`config.mk`:
```
export PLATFORM = sky130hd
export DESIGN_NAME = icache_direct
export DESIGN_NICKNAME = d
export VERILOG_FILES = /design/src/rtl/cpu_types_pkg.sv /design/src/rtl/icache_direct.sv
export SDC_FILE = /design/constraint.sdc
export NUM_CORES = 1
export LEC_CHECK = 0
export CELL_PAD_IN_SITES_DETAIL_PLACEMENT = 2
export CELL_PAD_IN_SITES_GLOBAL_PLACEMENT = 2
export CORE_AREA = 2 2 302 304
export DETAILED_ROUTE_END_ITERATION = 12
export DIE_AREA = 0 0 304 306
export PLACE_DENSITY = 0.93
export SLEW_MARGIN = 20
export SYNTH_ARGS = -nofsm -noshare
export SYNTH_HDL_FRONTEND = slang
export SYNTH_SLANG_ARGS = --single-unit
```
`constraint.sdc`:
```
create_clock -name CLK -period 6.4 [get_ports CLK]
set_input_delay 0.64 -clock CLK [delete_from_list [all_inputs] [get_ports CLK]]
set_output_delay 0.64 -clock CLK [all_outputs]
set_load 0.02 [all_outputs]
```
`src/rtl/cpu_types_pkg.sv`:
```
// Shared CPU types: word type plus the instruction-cache constants, frame
// layout and controller states used by icache_direct.
package cpu_types_pkg;

  typedef logic [31:0] word_t;

  // Default instruction-cache geometry (one word per frame).
  localparam int ICACHE_SETS = 16;
  localparam int IIDX_W      = $clog2(ICACHE_SETS);
  localparam int ITAG_W      = 30 - IIDX_W;

  // One cache frame at the default geometry.
  typedef struct packed {
    logic              valid;
    logic [ITAG_W-1:0] tag;
    word_t             data;
  } icache_frame_t;

  typedef enum logic {
    IDLE  = 1'b0,
    FETCH = 1'b1
  } icache_state_t;

endpackage

```
`src/rtl/icache_direct.sv`:
```
// Direct-mapped, one-word-per-frame instruction cache between the fetch
// stage and the memory controller's instruction port. Hits return in the
// same cycle; a miss issues one word read and fills the frame when memory
// drops iwait, then the cache returns to IDLE and re-evaluates the request.
module icache_direct
  import cpu_types_pkg::*;
#(
  parameter int SETS = ICACHE_SETS
) (
  input  logic  CLK,
  input  logic  nRST,
  input  logic  imemREN,
  input  word_t imemaddr,
  output logic  ihit,
  output word_t imemload,
  output logic  iREN,
  output word_t iaddr,
  input  logic  iwait,
  input  word_t iload
);

  localparam int IDX_W = $clog2(SETS);
  localparam int TAG_W = 30 - IDX_W;

  // Frame layout sized from this instance's SETS; matches icache_frame_t
  // at the default geometry.
  typedef struct packed {
    logic             valid;
    logic [TAG_W-1:0] tag;
    word_t            data;
  } frame_t;

  icache_state_t state_q, state_d;
  // Word address of the outstanding miss; byte offset is implicitly 00.
  logic [29:0]   miss_word_q, miss_word_d;

  frame_t             frames_rd [SETS];
  frame_t             rd_frame;
  logic [IDX_W-1:0]   req_idx;
  logic [TAG_W-1:0]   req_tag;
  logic [IDX_W-1:0]   fill_idx;
  logic [TAG_W-1:0]   fill_tag;
  logic               fill_en;
  logic               hit;
  logic               unused_byte_offset;

  // Byte offset of the request plays no part in lookup or fill.
  assign unused_byte_offset = ^imemaddr[1:0];

  assign req_idx  = imemaddr[IDX_W+1:2];
  assign req_tag  = imemaddr[31:IDX_W+2];
  assign fill_idx = miss_word_q[IDX_W-1:0];
  assign fill_tag = miss_word_q[29:IDX_W];
  assign rd_frame = frames_rd[req_idx];

  // Frame storage: one flop register per set, cleared by reset, written
  // only on the committing fill cycle of a miss.
  for (genvar gi = 0; gi < SETS; gi++) begin : g_frame
    frame_t frame_q;

    // Fill this frame when the outstanding miss maps to it.
    always_ff @(posedge CLK or negedge nRST) begin
      if (!nRST) begin
        frame_q <= '0;
      end else if (fill_en && (fill_idx == IDX_W'(gi))) begin
        frame_q <= '{valid: 1'b1, tag: fill_tag, data: iload};
      end
    end

    assign frames_rd[gi] = frame_q;
  end

  // Controller state and the latched miss address.
  always_ff @(posedge CLK or negedge nRST) begin
    if (!nRST) begin
      state_q     <= IDLE;
      miss_word_q <= '0;
    end else begin
      state_q     <= state_d;
      miss_word_q <= miss_word_d;
    end
  end

  // Lookup, miss detection, memory request and fill control.
  always_comb begin
    state_d     = state_q;
    miss_word_d = miss_word_q;
    ihit        = 1'b0;
    imemload    = '0;
    iREN        = 1'b0;
    iaddr       = '0;
    fill_en     = 1'b0;
    hit         = imemREN && rd_frame.valid && (rd_frame.tag == req_tag);

    case (state_q)
      IDLE: begin
        ihit = hit;
        // Data is presented for any request; ihit qualifies it.
        if (imemREN) begin
          imemload = rd_frame.data;
        end
        if (imemREN && !hit) begin
          miss_word_d = imemaddr[31:2];
          state_d     = FETCH;
        end
      end
      FETCH: begin
        // The fill is committed to the latched address even if the
        // fetch stage moves on; IDLE re-checks the live request after.
        iREN  = 1'b1;
        iaddr = {miss_word_q, 2'b00};
        if (!iwait) begin
          fill_en = 1'b1;
          state_d = IDLE;
        end
      end
      default: begin
        state_d = IDLE;
      end
    endcase
  end

endmodule

```
# After elaboration in Yosys (flattened, before gate mapping)
# Index checks and enable logic that the tools add are counted.
totals:
  elab_cells: 104
  regBits: 975
  out_inout_bits: 66
classes:
  mux: 13
  order_cmp: 1
  n_bitwise: 2
  n_eq_ne: 16
  n_reduce_logical: 22
op_table:
  columns: ["op", "count"]
  rows:
  - ["$bmux W59 S4", 1]
  - ["$mux W59", 2]
  - ["$mux W32", 3]
  - ["$eq A4 B4 Y1 const B", 8]
  - ["$eq A26 B26 Y1", 1]
  - ["$logic_and A1 B1 Y1", 19]
  - ["$eq A4 B3 Y1 const B", 4]
  - ["$eq A4 B2 Y1 const B", 2]
  - ["$mux W1", 6]
  - ["$ge A5 B5 Y1 const B", 1]
  - ["$not A4 Y5", 1]
  - ["$eq A4 B1 Y1 const B", 1]
  - ["$logic_not A4 Y1", 1]
  - ["$pmux W1 S2", 1]
  - ["$reduce_and A2 Y1", 1]
  - ["$logic_not A1 Y1", 1]
  - ["$not A1 Y1", 1]

# Logic depth before layout (Yosys ltp)
# Gate-level depths: netlist (run 1).
depth:
  word_depth: 10
  ltp_mapped: 13
  ltp_nobuf: 8

# Worst setup path before layout (run 1)
# No wires, ideal clock.
synth_path:
  path_type: "input port to output port"
  from: "input imemaddr[2]"
  to: "output imemload[22]"
  t_arrival_ns: 3.537
  path_slack_ns: 2.223
  cell_stages: 10
  required_ns: 5.760
  path_buffers: 7
  path_cell_list: "buf_4 -> buf_4 -> buf_4 -> buf_4 -> buf_2 -> buf_2 -> buf_2 -> mux4_2 -> mux4_2 -> nor2b_1"
synth_between:
  elab_chain_len: 6
synth_lines:
  columns: ["item", "line", "text"]
  rows:
  - ["start: declaration", "icache_direct.sv:13", "input word_t imemaddr,"]
  - ["$not A4 Y5 (implied by the code)", "icache_direct.sv:54", "assign rd_frame = frames_rd[req_idx];"]
  - ["$bmux W59 S4", "icache_direct.sv:54", null]
  - ["$mux W59 (implied by the code) (2 in series)", "icache_direct.sv:54", null]
  - ["$mux W32", "icache_direct.sv:99", "if (imemREN) begin"]
  - ["$mux W32", "icache_direct.sv:95", "case (state_q)"]
  - ["end: declaration", "icache_direct.sv:15", "output word_t imemload,"]
# Every way passes these cells. The select of a mux whose other input is x is not followed.

# Final worst setup path (run 1)
layout_path:
  from: "input imemaddr[3]"
  to: "output ihit"
layout_between:
  elab_chain_len: 7
  elab_cells_between_ends: 8
  cone_classes: "eq/ne: 1; mux: 4; bitwise: 1; reduce/logical: 2"
layout_lines:
  columns: ["item", "line", "text"]
  rows:
  - ["$not A4 Y5 (implied by the code) *", "icache_direct.sv:54", null]
  - ["$bmux W59 S4 *", "icache_direct.sv:54", null]
  - ["$mux W59 (implied by the code) * (2 in series)", "icache_direct.sv:54", null]
  - ["$eq A26 B26 Y1 / $logic_and A1 B1 Y1 (equally long branches)", "icache_direct.sv:93", "hit = imemREN && rd_frame.valid && (rd_frame.tag == req_tag);"]
  - ["$logic_and A1 B1 Y1 *", "icache_direct.sv:93", null]
  - ["$mux W1 *", "icache_direct.sv:95", null]
  - ["end: declaration", "icache_direct.sv:14", "output logic ihit,"]
# Every way passes the cells marked *; elsewhere a longest branch is shown, timed or not. The select of a mux whose other input is x is not followed.

==> results of run 1 <==
-- stage by stage --
stage	cells	setup WS (ns)	hold slack (ns)	util [%]
floorplan	2744	2.223	0.3444	-
global placement	3861	0.9772	0.4443	52.26
finish	4052	0.005878	0.01447	56.20
CTS	4048	0.4978	0.02900	56.18
global route	4051	0.01209	0.05453	56.19
detailed placement	3861	0.7604	0.4631	52.26
-- worst reg2reg max path: cells and delay by family (launching register included) --
family / cells / cell delay (ns)
AOI/OAI and AO/OA: 5 / 2.58
muxes: 2 / 0.51
and+or+nand+nor: 1 / 0.12
DFF: 1 / 0.39
buffers and inverters: 1 / 0.49
-- flip-flops by register name (all words and copies together), names as in the netlist --
name         flops
state_q          1
miss_word_q     30
frames_rd      944
-- routing by layer --
| layer | GRT usage [%] | part of all wire, % | vias to the layer above |
|---|---|---|---|
| li1 | - | - | 10278 |
| met1 | 42.58 | 35 | 15429 |
| met2 | 64.54 | 50 | 1843 |
| met3 | 6.746 | 6.8 | 869 |
| met4 | 21.38 | 8.0 | 12 |
| met5 | 0 | 0.063 | - |
-- power groups by stage --
stage | sequential [mW] | combinational (mW) | clock (mW)
floorplan | 9.67 | 4.36 | 0
global placement | 9.97 | 5.17 | 0
detailed placement | 10.7 | 5.88 | 0
CTS | 11.0 | 6.33 | 6.50
global route | 11.5 | 6.84 | 6.83
finish | 11.4 | 6.67 | 6.61
-- layout by cell type, fill, tap and decap left out, types with 9 or more instances in the layout --
cell / synthesis / final
mux4_2: 262 / 262
clkbuf_16: 0 / 108
clkinv_2: 0 / 13
clkdlybuf4s50_1: 0 / 124
dfrtp_1: 975 / 974
mux2i_1: 54 / 54
nor2_1: 17 / 16
mux2_2: 936 / 936
nand2_4: 0 / 9
xor2_1: 9 / 9
clkbuf_1: 123 / 28
nor2b_1: 37 / 37
and2_1: 31 / 31
buf_4: 13 / 46
clkbuf_8: 0 / 24
nand2_1: 22 / 13
xnor2_1: 21 / 21
mux2_4: 29 / 29
nand2b_1: 15 / 14
-- path summary, 6_finish.rpt --
| check | to | slack (ns) | depth (start not counted) |
|---|---|---|---|
| setup / recovery | ihit | 0.006 | 11 |
| hold / removal | frames_rd[351] | 0.01 | 1 |
| setup reg to reg | miss_word_q[9] | 2.17 | 9 |
| hold reg to reg | frames_rd[707] | 0.49 | 1 |
| max in group asynchronous | frames_rd[672] | 4.83 | 2 |
| min in group CLK | frames_rd[707] | 0.49 | 1 |
-- layout make-up --
class | instances | area, µm²
Clock inverter | 27 | 377.9
Tap cell | 1176 | 1471
Multi-Input combinational cell | 1522 | 19170
Inverter | 7 | 28.78
Timing Repair Buffer | 181 | 1759
Clock buffer | 160 | 3138
Sequential cell | 975 | 24400
Fill cell | 7435 | 39250
Antenna cell | 4 | 10.01
-- cells by family after synthesis --
family / Yosys count / synth area share [%]
simple gates: 158 / 2.021
flops: 975 / 54.82
compound gates: 48 / 0.8463
mux: 1284 / 39.31
other cells: 1 / 0.008426
xor+xnor: 30 / 0.5904
buf+inv: 247 / 2.395
==> summary by stage, run 1 <==
Status
The run finished with clean final reports.

Clock tree
The tree is rooted in a clkbuf_16. Clock-pin slew was measured on the worst setup and hold paths at 0.06 ns. The number of buffers on the longest clock path is 3.

The TritonCTS clock tree is done. The number of CTS-inserted buffers is 104. The H-tree generated during clock tree synthesis spans 3 levels.

The later pin in the worst-skew pair is clocked with a latency of 0.74 ns. The number of hold-repair buffers added at the cts stage is 0. The count of clock tree sinks is 975.

Buffers added to address setup during post-CTS repair amount to 0. The number of gates resized after CTS was 0.

Synthesis
In the post-synthesis netlist, the biggest area contributors are dfrtp_1 55%, mux2_2 24%, mux4_2 13%, mux2i_1 1.2%, clkbuf_1 1.0%. The mean instance size in the synthesized netlist is 16.22 µm². Summed over its instances, the top area cell type makes up 54.82% of the synthesized netlist area. The post-synthesis instance area is 44500 µm². Sequential elements use 54.82% of the synthesized area. Yosys mapped a number of flops with a built-in enable equal to 0. Counting instances in the post-synthesis netlist gives the leading cell types as 975 x dfrtp_1, 936 x mux2_2, 262 x mux4_2. In the synthesized netlist the dominant register cell turns out to be dfrtp_1. Counting every instance in the synthesized netlist gives 2743. The fraction of registers with async set/reset is 100.0%. For this run, the number of Yosys warnings is 0. The most frequent cell after synthesis is dfrtp_1. The synthesized design contains 975 register bits. The distinct cell type count of the synthesized netlist is 56.

The synthesized design spends more area on one cell type than any other, namely dfrtp_1.

Detailed routing
The remaining design rule violation count is 0. Detailed routing inserted a total of 28431 vias. Dividing the detail-routed wire length by the instance count gives 46.16 µm. Using the TritonRoute via totals, the vias-per-cell ratio works out to 7.017. Before antenna repair, the detailed router went through 7 iterations. The total routed wirelength is 187000 µm.

The remaining antenna violation count is 0. The first-iteration detailed-routing DRC count is 2776.

Run
Max-cap violations in this run came to 0.

Setup path
The required time of the critical path is 5.76 ns. The kind of end point of the critical path is an output port. The kind of cell with the highest combined delay on the critical path is buffers and inverters.

For this run, the slowest stage of the critical path takes 0.68 ns. The number of buffers and inverters on the critical path is 3. The worst setup path is of the primary input to output port kind. The startpoint of the worst register-to-register path is frames_rd[919]. STA classifies the critical path startpoint as a primary input.

For the worst setup path, the data arrival time is 5.75 ns. The cell occurring most often along the worst timing path is nor2_1. Walking the worst path, the cells encountered are buf_8 -> buf_4 -> nor2_1 -> a221oi_1 -> a21oi_1 -> a22o_1 -> nor4_1 -> nand4_1 -> or4_1 -> nor2_1 -> clkdlybuf4s50_1. On the critical path, the stage with the largest delay is an instance of buf_4. The largest fanout on the critical path is 76. The most critical setup path has its startpoint at imemaddr[3].

Floorplanning
The region available for standard cell placement spans 89600 µm². The initial core utilization is 49.67%. The die is 304 µm wide. Pin placement for this block handled 134 I/O pins. The die covers 93020 µm².

The die span in y is 306 µm. The floorplan has 110 rows.

Timing
Dividing the final minimum period by the clock period gives 99.91%. Setup repair after global routing left no endpoint under its margin. For the final routed database, the setup TNS stands at 0 ns. The transition time at the pin with the least slew margin is 1.261 ns. The worst clock skew is 0.04831 ns. The final hold violation count came to 0.

The number of endpoints failing setup at the final stage is 0. The max-slew violation count was 0. The worst pin sits at a relative slew slack of 15.95%. The achievable clock frequency is 156.4 MHz. The post-layout minimum cycle time is 6.394 ns.

GRT
The first-pass GRT wire length is 246000 µm. For this run the aggregate overflow at the end of global routing stands at 0. Entering global routing, the biggest net connects 171 pins. The initial antenna violation count was 5. The total global-route track usage is 36.86%. The number of global-route vias before repair is 32407.

Finish
For this run, the post-layout net count is 2859. The area growth from synthesis to layout is 13.14%. The share of final-layout standard cells stronger than drive strength 1 is 51.36%. The cell area after layout is 50350 µm².

Placed design
In this run the cell area measured after placement is 46820 µm². The wire-length estimate of the detail-placed layout is 88000 µm. During placement, the flow inserted port buffers numbering 129.

The final weighted congestion of routability-driven global placement is 0.8369.

Power and ir drop
The clock network fraction of design power is 26.8%. The total power after layout is 24.64 mW. Registers are responsible for 46.1% of the overall power. The switching power of the nets is 8.621 mW. The maximum vdd drop is 0.4053 mV.

The total power per unit cell area is 489.4 nW/µm². In this run switching power makes up 34.98% of total power. Per report_power, the combinational group accounts for 27.1% of the total. The analysis attributes to cell leakage a power of 22.54 nW.

The internal power component is 16.02 mW.

Worst hold path
In this run the worst hold path is classified as primary input to async pin.
No activity file was read; power rests on OpenSTA's default activity.
==> run 2, diff against run 1 <==
HOLD_SLACK_MARGIN = 0.15   (was unset)
==> summary by stage, run 2 (synthesis gave the netlist of run 1 again) <==
Clock tree
The TritonCTS clock tree is done. The number of CTS-inserted buffers is 104 (unchanged). The count of clock tree sinks was 975 (unchanged). The H-tree depth reported by CTS is 3 (unchanged). The clock latency of the later-clocked register in the worst-skew pair is 0.74 ns (about the same). The clock transition at the register clock pins on the worst setup and hold paths after CTS is 0.06 ns (about the same). The clock root buffer master is clkbuf_16. The number of buffers on the longest clock path is 3 (unchanged).

Setup path
The largest fanout on the critical path was 76 (unchanged). The worst setup path is captured at an output port. The worst register-to-register path ends at miss_word_q[9]. The startpoint of the worst register-to-register path is frames_rd[763]. The required time of the critical path is 5.76 ns (about the same). The setup slack of the most critical reg-to-reg path is 2.15 ns (-0.02 ns). The arrival time reported for the critical path endpoint is 5.75 ns (about the same). The number of cells traversed by the worst register-to-register path is 9 (unchanged). The worst setup path is of the primary input to output port kind.

The worst setup path is launched from a primary input.

Floorplanning
The die span in y is 306 µm (unchanged). The number of top-level pins is 134 (unchanged). The number of cell rows came to 110 (unchanged). The die extent in x was 304 µm (unchanged). The floorplan die area is 93020 µm² (unchanged). The initial core utilization is 49.67% (unchanged).

The core footprint is 89600 µm² (unchanged).

Timing
The relative slew slack was 15.33% (-0.62 points). The transition time at the pin with the least slew margin is 1.270 ns (+0.009369 ns). The final hold violation count is 0 (unchanged).

The achievable clock frequency is 156.4 MHz (about the same). The setup TNS was 0 ns (unchanged). The final clock period utilization by the worst path is 99.87% (about the same).

The post-layout minimum cycle time is 6.392 ns (-0.002125 ns). Setup repair after global routing left no endpoint under its margin. The number of endpoints failing setup at the final stage is 0 (unchanged).

The worst clock skew came to 0.04874 ns (+0.0004308 ns). The max-slew violation count is 0 (unchanged).

Power and ir drop
The switching share of total power is 34.97% (about the same). The combinational share of power is 27.1% (about the same). The clock network fraction of design power is 26.8% (about the same). The total power per unit cell area is 489.2 nW/µm² (about the same).

The maximum vdd drop is 0.4027 mV (-0.65%). The internal power component came to 16.02 mW (about the same). The sequential share of power is 46.2% (about the same). The switching power of the nets is 8.618 mW (about the same). The static leakage is 22.55 nW (about the same).

Detailed routing
The via density per instance was 7.031 (+0.20%). The total routed wirelength is 187000 µm (about the same). The first-iteration detailed-routing DRC count is 2640 (-4.9%). The number of vias in the routed layout is 28503 (+0.25%). The number of iterations in the first detailed-routing pass is 6 (-1). The remaining antenna violation count is 0 (unchanged). The remaining design rule violation count is 0 (unchanged).

The wire length per cell after detailed routing is 46.11 µm (about the same).

Placed design
The final weighted congestion of routability-driven global placement came to 0.8369 (unchanged). The count of input and output buffers came to 129 (unchanged). The post-placement cell area is 46820 µm² (unchanged). The post-DP HPWL is 88000 µm (unchanged).

Finish
The flip-flop count of the largest register after layout is 944 (unchanged). The area growth from synthesis to layout is 13.17% (about the same). The cell area after layout is 50360 µm² (about the same). The top cell types in the final layout, fill and taps aside, are 974 x dfrtp_1, 936 x mux2_2, 262 x mux4_2. The number of inserted filler cells in the final layout is 7434 (-0.013%).

The flip-flop and latch area is 24400 µm² (unchanged). The most common cell after layout, fill and taps aside is dfrtp_1. The share of final-layout standard cells stronger than drive strength 1 is 51.34% (about the same). The net count of the finished layout was 2860 (+0.035%). The multi-input gate area in the final layout was 19170 µm² (unchanged).

Status
The run finished with clean final reports.

GRT
The largest net degree at the start of global routing is 171 (unchanged). The total global-route track usage was 36.86% (unchanged). The number of global-route vias before repair is 32416 (+0.028%). The initial antenna violation count was 5 (unchanged).

The first-pass GRT wire length is 246000 µm (about the same). The total overflow reported by the global router came to 0 (unchanged).

Worst hold path
The worst hold path belongs to the class register to register. Counting instances, the worst hold path has a depth of 1. The startpoint of the worst hold path is frames_rd[707]. The endpoint of the worst hold-timing path is frames_rd[707].

Run
The total of max-cap violations is 0 (unchanged).
[run 2: cell types whose count changed in the layout (fill, tap and decap cells not counted)]
cell	change
diode_2	+1
dlygate4sd3_1	+1
[run 2: worst max-delay path by stage]
stage	start	end	slack [ns]	depth (start not counted)
floorplan	imemaddr[2]	imemload[22]	2.22	10
global placement	imemaddr[2]	ihit	0.98	9
detailed placement	imemaddr[2]	ihit	0.76	11
CTS	imemaddr[3]	ihit	0.50	11
global route	imemaddr[3]	ihit	0.01	11
finish	imemaddr[3]	ihit	0.008	11
[run 2: what timing repair did]
item | CTS | global route
setup endpoints to repair | 0 | 0
endpoints found under the hold margin | 88 | 0
hold buffers | 1 | 0
resized for setup | 0 | 0
buffers inserted | 0 | 0
[run 2: per-layer routing]
metal  global-route usage [%]  up-vias  wire length [µm]
li1                         -    10281                 -
met1                    42.58    15470             64780
met2                    64.54     1854             93830
met3                    6.746      886             13040
met4                    21.38       12             15180
met5                        0        -               117
[run 2: cell type report]
type / instances / area share [%]
flip-flops and latches: 975 / 48.45
multi-input cells: 1522 / 38.06
clock buffers: 160 / 6.231
repair buffers: 182 / 3.513
well taps: 1176 / 2.922
clock inverters: 27 / 0.7503
inverters: 7 / 0.05714
diodes: 5 / 0.02484
[run 2: metrics by stage]
stage | hold slack (ns) | std cells | power, mW | worst slack, ns | utilization (%)
after floorplan | 0.3444 | 2744 | 14.03 | 2.223 | -
after global placement | 0.4443 | 3861 | 15.14 | 0.9772 | 52.26
after detailed placement | 0.4631 | 3861 | 16.61 | 0.7604 | 52.26
after CTS | 0.4839 | 4049 | 23.84 | 0.4978 | 56.19
after global routing | 0.5115 | 4052 | 25.13 | 0.01209 | 56.21
final | 0.4869 | 4054 | 24.64 | 0.008002 | 56.21
[run 2: power groups by stage]
stage	Clock (mW)	Combinational [mW]	Sequential (mW)
finish	6.60	6.67	11.4
global route	6.83	6.84	11.5
CTS	6.50	6.33	11.0
detailed placement	0	5.88	10.7
global placement	0	5.17	9.97
floorplan	0	4.36	9.67
[run 2: critical path: stages]
cell and delay, ns:
buf_8 0.57, buf_4 0.68, nor2_1 0.14, a221oi_1 0.58, a21oi_1 0.31, a22o_1 0.35, nor4_1 0.58, nand4_1 0.16
or4_1 0.66, nor2_1 0.15, clkdlybuf4s50_1 0.62
==> run 3, diff against run 2 <==
TNS_END_PERCENT = 100   (was unset)
==> results of run 3 <==
Final layout, timing and power as in run 2 (identical DEF).
